File: src/rtl/branch_target_buffer_pkg.sv
//------------------------------------------------------------------------------
// Module   : branch_target_buffer_pkg
// Brief    : Shared FSM encodings and entry field widths for the fetch BTB.
// Revision : 1.0 - initial release
//------------------------------------------------------------------------------
`default_nettype none

package branch_target_buffer_pkg;

  localparam logic [0:0] c_BTB_IDLE  = 1'b0;
  localparam logic [0:0] c_BTB_SWEEP = 1'b1;

  localparam int c_PC_W     = 32;
  localparam int c_TARGET_W = 30;

  function automatic int tagWidth(input int depth);
    return 30 - depth;
  endfunction

  function automatic int entryWidth(input int depth);
    return 1 + tagWidth(depth) + c_TARGET_W;
  endfunction

endpackage

`default_nettype wire

File: src/rtl/btb_entry_ram.sv
//------------------------------------------------------------------------------
// Module   : btb_entry_ram
// Brief    : Entry storage, one synchronous write port, one async read port.
// Revision : 1.0 - initial release
//------------------------------------------------------------------------------
`default_nettype none

module btb_entry_ram #(
  parameter int ADDR_W = 6,
  parameter int DATA_W = 55
) (
  input  logic              clk,
  input  logic              i_wrEn,
  input  logic [ADDR_W-1:0] i_wrAddr,
  input  logic [DATA_W-1:0] i_wrData,
  input  logic [ADDR_W-1:0] i_rdAddr,
  output logic [DATA_W-1:0] o_rdData
);

  // No reset on purpose: the owning FSM clears entries by sweeping.
  logic [DATA_W-1:0] r_mem [0:(1<<ADDR_W)-1];

  always_ff @(posedge clk) begin
    if (i_wrEn) begin
      r_mem[i_wrAddr] <= i_wrData;
    end
  end

  assign o_rdData = r_mem[i_rdAddr];

endmodule

`default_nettype wire

File: src/rtl/branch_target_buffer.sv
//------------------------------------------------------------------------------
// Module   : branch_target_buffer
// Brief    : Direct-mapped BTB with combinational lookup and sweep clear.
// Revision : 1.0 - initial release
//------------------------------------------------------------------------------
`default_nettype none

module branch_target_buffer
  import branch_target_buffer_pkg::*;
#(
  parameter int BTB_DEPTH = 6,
  parameter int TAG_W     = 30 - BTB_DEPTH
) (
  input  logic        clk,
  input  logic        rst,
  input  logic [31:0] pcF,
  output logic        btb_hitF,
  output logic [31:0] btb_targetF,
  input  logic        branchM,
  input  logic        actual_takeM,
  input  logic [31:0] pcM,
  input  logic [31:0] branch_targetM,
  input  logic        invalidate,
  output logic        btb_busy
);

  localparam int                   c_ENTRY_W   = 1 + TAG_W + c_TARGET_W;
  localparam logic [BTB_DEPTH-1:0] c_SIDX_LAST = '1;

  logic [0:0]           r_state;
  logic [BTB_DEPTH-1:0] r_sidx;

  logic                 w_sweep;
  logic                 w_update;
  logic                 w_wrEn;
  logic [BTB_DEPTH-1:0] w_wrIdx;
  logic [c_ENTRY_W-1:0] w_wrData;

  logic [BTB_DEPTH-1:0] w_rdIdx;
  logic [TAG_W-1:0]     w_rdTag;
  logic [c_ENTRY_W-1:0] w_rdEntry;
  logic                 w_rdValid;
  logic [TAG_W-1:0]     w_rdTagStored;
  logic [c_TARGET_W-1:0] w_rdTarget;

  logic                 w_unusedLowBits;

  // Invalidate during a sweep is deliberately ignored; the sweep never restarts.
  always_ff @(posedge clk or negedge rst) begin
    if (!rst) begin
      r_state <= c_BTB_SWEEP;
      r_sidx  <= '0;
    end else begin
      case (r_state)
        c_BTB_SWEEP: begin
          r_sidx <= r_sidx + 1'b1;
          if (r_sidx == c_SIDX_LAST) begin
            r_state <= c_BTB_IDLE;
          end
        end
        default: begin
          if (invalidate) begin
            r_state <= c_BTB_SWEEP;
            r_sidx  <= '0;
          end
        end
      endcase
    end
  end

  assign w_sweep  = (r_state == c_BTB_SWEEP);
  assign btb_busy = w_sweep;

  // Sweep clear owns the write port; an invalidate also kills a same-cycle update.
  assign w_update = !w_sweep && branchM && actual_takeM && !invalidate;
  assign w_wrEn   = w_sweep || w_update;
  assign w_wrIdx  = w_sweep ? r_sidx : pcM[BTB_DEPTH+1:2];
  assign w_wrData = w_sweep ? '0
                            : {1'b1, pcM[31:BTB_DEPTH+2], branch_targetM[31:2]};

  btb_entry_ram #(
    .ADDR_W (BTB_DEPTH),
    .DATA_W (c_ENTRY_W)
  ) u_ram (
    .clk      (clk),
    .i_wrEn   (w_wrEn),
    .i_wrAddr (w_wrIdx),
    .i_wrData (w_wrData),
    .i_rdAddr (w_rdIdx),
    .o_rdData (w_rdEntry)
  );

  assign w_rdIdx       = pcF[BTB_DEPTH+1:2];
  assign w_rdTag       = pcF[31:BTB_DEPTH+2];
  assign w_rdValid     = w_rdEntry[c_ENTRY_W-1];
  assign w_rdTagStored = w_rdEntry[c_TARGET_W +: TAG_W];
  assign w_rdTarget    = w_rdEntry[c_TARGET_W-1:0];

  assign btb_hitF    = !w_sweep && w_rdValid && (w_rdTagStored == w_rdTag);
  assign btb_targetF = btb_hitF ? {w_rdTarget, 2'b00} : 32'h0;

  // Byte-offset bits carry no information for word-aligned fetch.
  assign w_unusedLowBits = ^{pcF[1:0], pcM[1:0], branch_targetM[1:0]};

endmodule

`default_nettype wire

File: config.mk
export PLATFORM = sky130hd
export DESIGN_NAME = branch_target_buffer
export DESIGN_NICKNAME = d
export VERILOG_FILES = /design/src/rtl/branch_target_buffer_pkg.sv /design/src/rtl/btb_entry_ram.sv /design/src/rtl/branch_target_buffer.sv
export SDC_FILE = /design/constraint.sdc
export NUM_CORES = 2
export LEC_CHECK = 0
export ABC_AREA = 1
export CAP_MARGIN = 20
export CORE_UTILIZATION = 40
export DETAILED_ROUTE_END_ITERATION = 10
export PLACE_DENSITY = 0.56
export SETUP_SLACK_MARGIN = 0.02
export SYNTH_ARGS = -nofsm -noshare
export SYNTH_HDL_FRONTEND = slang
export SYNTH_SLANG_ARGS = --single-unit
File: constraint.sdc
create_clock -name clk -period 5.9 [get_ports clk]
set_input_delay 1.18 -clock clk [delete_from_list [all_inputs] [get_ports clk]]
set_output_delay 1.18 -clock clk [all_outputs]
set_load 0.02 [all_outputs]
**Word-level counts from Yosys, hierarchy flattened**

Memory sizes are Yosys's and may differ from the RTL's.
Index checks and enable logic that the tools add are counted.

- Output and inout bits: 34
- Word-level logic and storage cells: 25
- Input bits: 101
- Bits in writable memories: 3520
- Register bits after elaboration: 7
- Memories: 1

Memories:

| name | depth | width | read ports | clocked after memory_dff | wr ports | RTL line | RTL |
|---|---|---|---|---|---|---|---|
| u_ram.r_mem | 64 | 55 | 1 | 0 | 1 | btb_entry_ram.sv:21 | `logic [DATA_W-1:0] r_mem [0:(1<<ADDR_W)-1];` |

- Reduce and logical (&&, ||, !) cells: 9
- Equal/unequal tests: 2
- Add/sub/neg operators: 1
- Mux-type cells: 10

Operators by type and width:

| kind | number |
|---|---|
| two-way mux 55 bit | 1 |
| two-way mux 32 bit | 1 |
| == test 24 bit | 1 |
| two-way mux 6 bit | 3 |
| adder 6 x 1 -> 6 bit (second input constant) | 1 |
| == test 6 bit (second input constant) | 1 |
| logical AND 1 bit | 5 |
| two-way mux 1 bit | 5 |
| logical NOT 1 bit | 2 |
| nonzero test 2 bit | 1 |
| logical OR 1 bit | 1 |

**Longest topological paths before layout**

- Word-level depth: 7
- Depth in mapped cells: 20
- Gate-level depth less buffers: 17

**Modules after synthesis**

From an unflattened synthesis, not the netlist that was laid out.

- Cells, all modules: 11882
- Area total of the unflattened synthesis: 143104.7 µm²

By module, submodules not included:

| module | cells an instance | times used | area each (µm²) | seq. area each (µm²) |
|---|---|---|---|---|
| btb_entry_ram | 11517 | 1 | 141285.5 | 105701.4 |
| branch_target_buffer | 365 | 1 | 1819.2 | 176.4 |

**Least setup slack after synthesis**

No wires, ideal clock.

- Kind: register to register
- From: reg r_state (netlist: btb_busy)
- To: mem u_ram.r_mem[13][0] (enable)
- Period minus slack after synthesis: 4747 ps
- Data required time: 5432 ps
- Arrival time: 4279 ps
- Buffers on the path: 0
- Cell stages (with the launch flop): 6
- Slack: 1153 ps
- Library setup time: 468 ps
- Path through: dfstp_2 > inv_1 > a21oi_1 > inv_1 > nand4_1 > nor2_1

- Longest elaborated chain between the ends: 7
- Elaborated cells between the ends (all ways): 8
- Classes of those cells: mux (3); reduce/logical (5)

RTL lines:

| element | RTL line | RTL |
|---|---|---|
| start, declared | branch_target_buffer.sv:30 | `logic [0:0] r_state;` |
| start signal, assigned | branch_target_buffer.sv:51 | `r_state <= c_BTB_SWEEP;` |
| start signal, assigned | branch_target_buffer.sv:58 | `r_state <= c_BTB_IDLE;` |
| start signal, assigned | branch_target_buffer.sv:63 | `r_state <= c_BTB_SWEEP;` |
| logical NOT 1 bit | branch_target_buffer.sv:75 | `assign w_update = !w_sweep && branchM && actual_takeM && !invalidate;` |
| logical AND 1 bit (3 in series) | branch_target_buffer.sv:75 |  |
| logical OR 1 bit | branch_target_buffer.sv:76 | `assign w_wrEn = w_sweep \|\| w_update;` |
| two-way mux 1 bit | btb_entry_ram.sv:24 | `if (i_wrEn) begin` |
| two-way mux 1 bit (not written as such) | btb_entry_ram.sv:25 | `r_mem[i_wrAddr] <= i_wrData;` |
| end, declared | btb_entry_ram.sv:21 |  |

Parallel ways exist; a longest one is shown, timed or not.

**Worst setup path in the final report**

- From: in pcF[2]
- To: out btb_targetF[3]

- Longest elaborated chain between the ends: 4
- Elaborated cells between the ends (all ways): 5
- Classes of those cells: eq/ne (1); mux (1); reduce/logical (2); memory (1)

RTL lines:

| element | RTL line | RTL |
|---|---|---|
| start, declared | branch_target_buffer.sv:16 | `input logic [31:0] pcF,` |
| memory read (64 x 55 bit) (*) | n/a |  |
| == test 24 bit / logical AND 1 bit (equally long branches) | branch_target_buffer.sv:99 | `assign btb_hitF = !w_sweep && w_rdValid && (w_rdTagStored == w_rdTag);` |
| logical AND 1 bit | branch_target_buffer.sv:99 |  |
| two-way mux 32 bit (*) | branch_target_buffer.sv:100 | `assign btb_targetF = btb_hitF ? {w_rdTarget, 2'b00} : 32'h0;` |
| end, declared | branch_target_buffer.sv:18 | `output logic [31:0] btb_targetF,` |

Mark *: on every way between the ends. The rest lies on a longest branch, timed or not.

==> Flow_metrics.wiki <==
{| class="wikitable"
! Metric !! Value
|-
| Fin Setup TNS || 0 ps
|-
| Number of top-level pins || 135
|-
| Clock input transition at the sequential cells of the worst setup and hold paths || 60 ps
|-
| Highest Clock Rate || 176 MHz
|-
| Number of distinct library cells after synthesis || 35
|-
| Count of state elements after synthesis || 3527
|-
| Headroom to the max-slew limit || 25.4%
|-
| Num rows || 217
|-
| Final Total Pwr || 60900 uW
|-
| Standard cell core area || 0.350 sq mm
|-
| Met3 Wirelength || 41.2 mm
|-
| Total routed wirelength || 468 mm
|-
| Placement Setup Slack || -22.7 ps
|-
| Startpoint of the lowest-slack register-to-register path || btb_busy
|-
| Final RePlAce weighted congestion || 0.819
|-
| Class of the most critical setup path || input port to primary output
|-
| Global-route wire length before repair || 654 mm
|-
| Detailed-router iteration count before antenna repair || 6
|-
| Initial Utilization || 40.3%
|-
| Status || completed
|-
| # fillers || 30700
|-
| Lkg Pwr || 0.0556 uW
|-
| Vias per inst || 5.91
|-
| Number of nets with antenna violations after routing || 0
|-
| Later-pin clock latency in the skew report || 900 ps
|-
| Number of sinks handled by clock tree synthesis || 3527
|-
| Highest metal layer used by the detailed router || met5
|-
| Cell repeated most along the worst path || nand3_1
|-
| Number of pins with negative max-slew slack in the final report || 0
|-
| Total of max-cap violations || 0
|-
| Floorplan die area || 0.354 sq mm
|-
| Family with the most delay on the worst path || buffers and inverters
|-
| Total routing usage reported by global routing || 25.7%
|-
| Type of origin of the critical path || input port
|-
| Total congestion overflow || 0
|-
| Number of antenna violations at the first check in global routing || 14
|-
| Die Wd || 595 microns
|-
| Worst min-delay path class || flip-flop to flip-flop
|-
| Via count of the first global-routing pass || 88800
|-
| Synthesis-to-layout area growth || 15.3%
|-
| Critical R2R Capture || u_ram.r_mem[47][12]
|-
| Largest driver fanout on the critical path || 80
|-
| Fin crit period || 5690 ps
|-
| Net count, final || 11300
|-
| Number of H-tree branching levels || 5
|-
| Half-perimeter wire length of the detailed placement result || 235 mm
|-
| Crit share post-route || 96.5%
|-
| Post-synthesis sequential area ratio || 75.2%
|-
| Post-cts hold buffer count || 0
|-
| Setup WS post-layout || 206 ps
|-
| Logic depth of the worst register-to-register path || 8
|-
| Critical hold path startpoint || r_sidx[5]
|-
| Ratio of cells with drive above 1 in the final layout || 9.83%
|-
| Avg Inst Size Synth || 12.8 sq um
|-
| Power per cell area || 375 mW/mm^2
|-
| Finish-stage setup viols || 0
|-
| Number of instances in the synthesized netlist || 11000
|-
| Largest vdd supply drop || 266 uV
|-
| Slew at the pin closest to its max-slew limit || 1120 ps
|-
| Worst hold path cell count || 1
|-
| Non-Filler Instances || 16100
|-
| Yosys synthesis warning count || 0
|-
| Maximum number of pins on one net before global-route repair || 151
|-
| Worst reg-to-reg setup slack || 1480 ps
|-
| Met1 wire length || 187 mm
|-
| Required @ worst endpoint || 4720 ps
|-
| Critical path arrival || 4510 ps
|-
| Total clock buffers created by CTS || 361
|-
| Cell at the root of the clock tree || clkbuf_16
|-
| Placed cell count || 15500
|-
| Clock tree from TritonCTS || built
|-
| Number of buffers added on ports || 126
|-
| Synthesized area || 0.141 sq mm
|-
| Die Span Y || 595 microns
|-
| Worst hold-check slack || 431 ps
|-
| Clock Path Buffers || 4
|-
| End point of the worst hold path || btb_busy
|-
| Biggest cell delay along the critical path || 620 ps
|-
| Cell Chain, Critical Path || buf_16, buf_12, buf_12, o21ai_0, nand3_1, nand3_1, nand3_1, nand3_1, buf_4, nand3_1, nand3_1, nor2_1, nand2_2, buf_12, nor3_2, clkdlybuf4s50_1
|-
| Slowest cell on crit path || clkdlybuf4s50_1
|-
| Number of buffer and inverter instances along the worst setup path || 6
|-
| Total count of hold-check failures in the final report || 0
|-
| Number of vias after detailed routing || 95200
|-
| Worst-case clock skew || 26.5 ps
|-
| Drc violations || 0
|-
| Mean routed wirelength per cell || 29.0 microns
|-
| Kind of end point of the critical path || primary output
|-
| Setup repair after global routing missed its margin || false
|-
| Met2 Routed Length || 217 mm
|-
| Initial DRC count || 12400
|}
[how the worst max path moves through the flow]
stage	startpoint	end	cells after the start
CTS	pcF[4]	btb_targetF[23]	16
finish	pcF[2]	btb_targetF[3]	16
detailed placement	pcF[2]	btb_targetF[23]	19
global route	pcF[2]	btb_targetF[3]	22
floorplan	btb_busy	u_ram.r_mem[13][0]	5
global placement	pcF[2]	btb_targetF[23]	23
[kinds of logic after synthesis]
logic type | Yosys count | share of synthesized area [%]
flip-flops | 3527 | 75.2
adder cells (fa/ha/maj) | 1 | 0.00888
other | 1 | 0.00266
AO/OA/AOI/OAI | 1346 | 5.96
AND/OR/NAND/NOR | 5289 | 15.9
buffers and inverters | 877 | 2.89
[metal layers]
layer,GRT usage (%),up-vias
met2,41.3,4981
met3,3.65,1036
li1,-,40900
met1,35.0,48300
met4,11.0,12
met5,0,-
[metrics by stage]
stage                     util (%)  area (sq um)
after global routing          46.4        162000
after CTS                     46.3        162000
after floorplan                  -        141000
after detailed placement      43.1        151000
final                         46.4        162000
after global placement        43.0        150000
[worst register-to-register path, cell delays in order (launching register included)]
cell,delay (ps)
dfstp_4,990
buf_4,680
o21ai_0,460
inv_1,220
nand4_1,100
buf_4,250
nor2_4,110
buf_4,460
buf_4,730
[cell usage after synthesis (all sizes together)]
master	number	area, sq um
a211oi	1	7.51
clkbuf	225	845
o211ai	45	338
o221ai	215	1880
nor3	31	225
a221oi	12	105
buf	555	2860
edfxtp	3520	106000
conb	1	3.75
a21oi	305	1530
nand4	8	50.1
dfstp	1	26.3
o21ai	539	2700
o22ai	12	75.1
a221o	24	240
nand2	2711	10200
clkinv	1	3.75
o311a	17	170
dfrtp	6	150
inv	96	363
nand3	1931	9660
a22o	2	17.5
o31ai	66	495
a32o	42	420
nand3b	13	97.6
a31oi	66	413
ha	1	12.5
nor2	595	2230
[cells in the final DEF (no fill, tap or decap), types with 12 or more instances in the layout]
| cell type | Yosys | final |
|---|---|---|
| bufinv_16 | 0 | 23 |
| clkdlybuf4s50_1 | 0 | 91 |
| clkbuf_1 | 225 | 76 |
| nor3_2 | 14 | 14 |
| a21oi_1 | 305 | 305 |
| buf_4 | 57 | 314 |
| o31ai_1 | 66 | 66 |
| o221ai_1 | 215 | 215 |
| a32o_1 | 42 | 42 |
| a221o_1 | 24 | 24 |
| clkinv_2 | 0 | 59 |
| inv_1 | 91 | 91 |
| edfxtp_1 | 3520 | 3520 |
| o311a_1 | 17 | 17 |
| nand2_1 | 2711 | 2710 |
| o21ai_1 | 13 | 14 |
| a31oi_1 | 66 | 66 |
| nor2_4 | 0 | 118 |
| nand3b_1 | 13 | 13 |
| a221oi_1 | 12 | 12 |
| o22ai_1 | 12 | 12 |
| o211ai_1 | 45 | 45 |
| nand3_1 | 1931 | 1930 |
| nor3_1 | 17 | 17 |
| nor2_1 | 595 | 476 |
| clkbuf_16 | 0 | 369 |
| buf_12 | 0 | 192 |
| clkinv_1 | 1 | 87 |
| o21ai_0 | 526 | 525 |
[registers in the layout, indices dropped and copies added, names as in the netlist]
signal	cells
r_sidx	6
u_ram.r_mem	3520
btb_busy	1
[where the power goes]
group          switching (uW)  internal, uW  leakage, uW
clock network            9450         12400      0.00540
registers                 446         30500       0.0327
logic                    6370          1710       0.0175
total                   16300         44600       0.0556
[final cells by class]
| type | instances | area (sq um) | share of cell area [%] |
|---|---|---|---|
| Sequential cell | 3527 | 106000 | 65.2 |
| Multi-Input combinational cell | 6638 | 31800 | 19.6 |
| Clock buffer | 444 | 9490 | 5.85 |
| Timing Repair Buffer | 617 | 7500 | 4.62 |
| Tap cell | 4599 | 5750 | 3.54 |
| Clock inverter | 187 | 1500 | 0.926 |
| Inverter | 97 | 437 | 0.269 |
| Antenna cell | 6 | 15.0 | 0.00925 |
[repair_timing]
action,4_1_cts,5_1_grt
gates resized for setup,1,15
endpoints found under the setup margin,1,7
buffers inserted,0,0
gates cloned,0,1
Note: power is estimated with default switching activity, not from simulation.
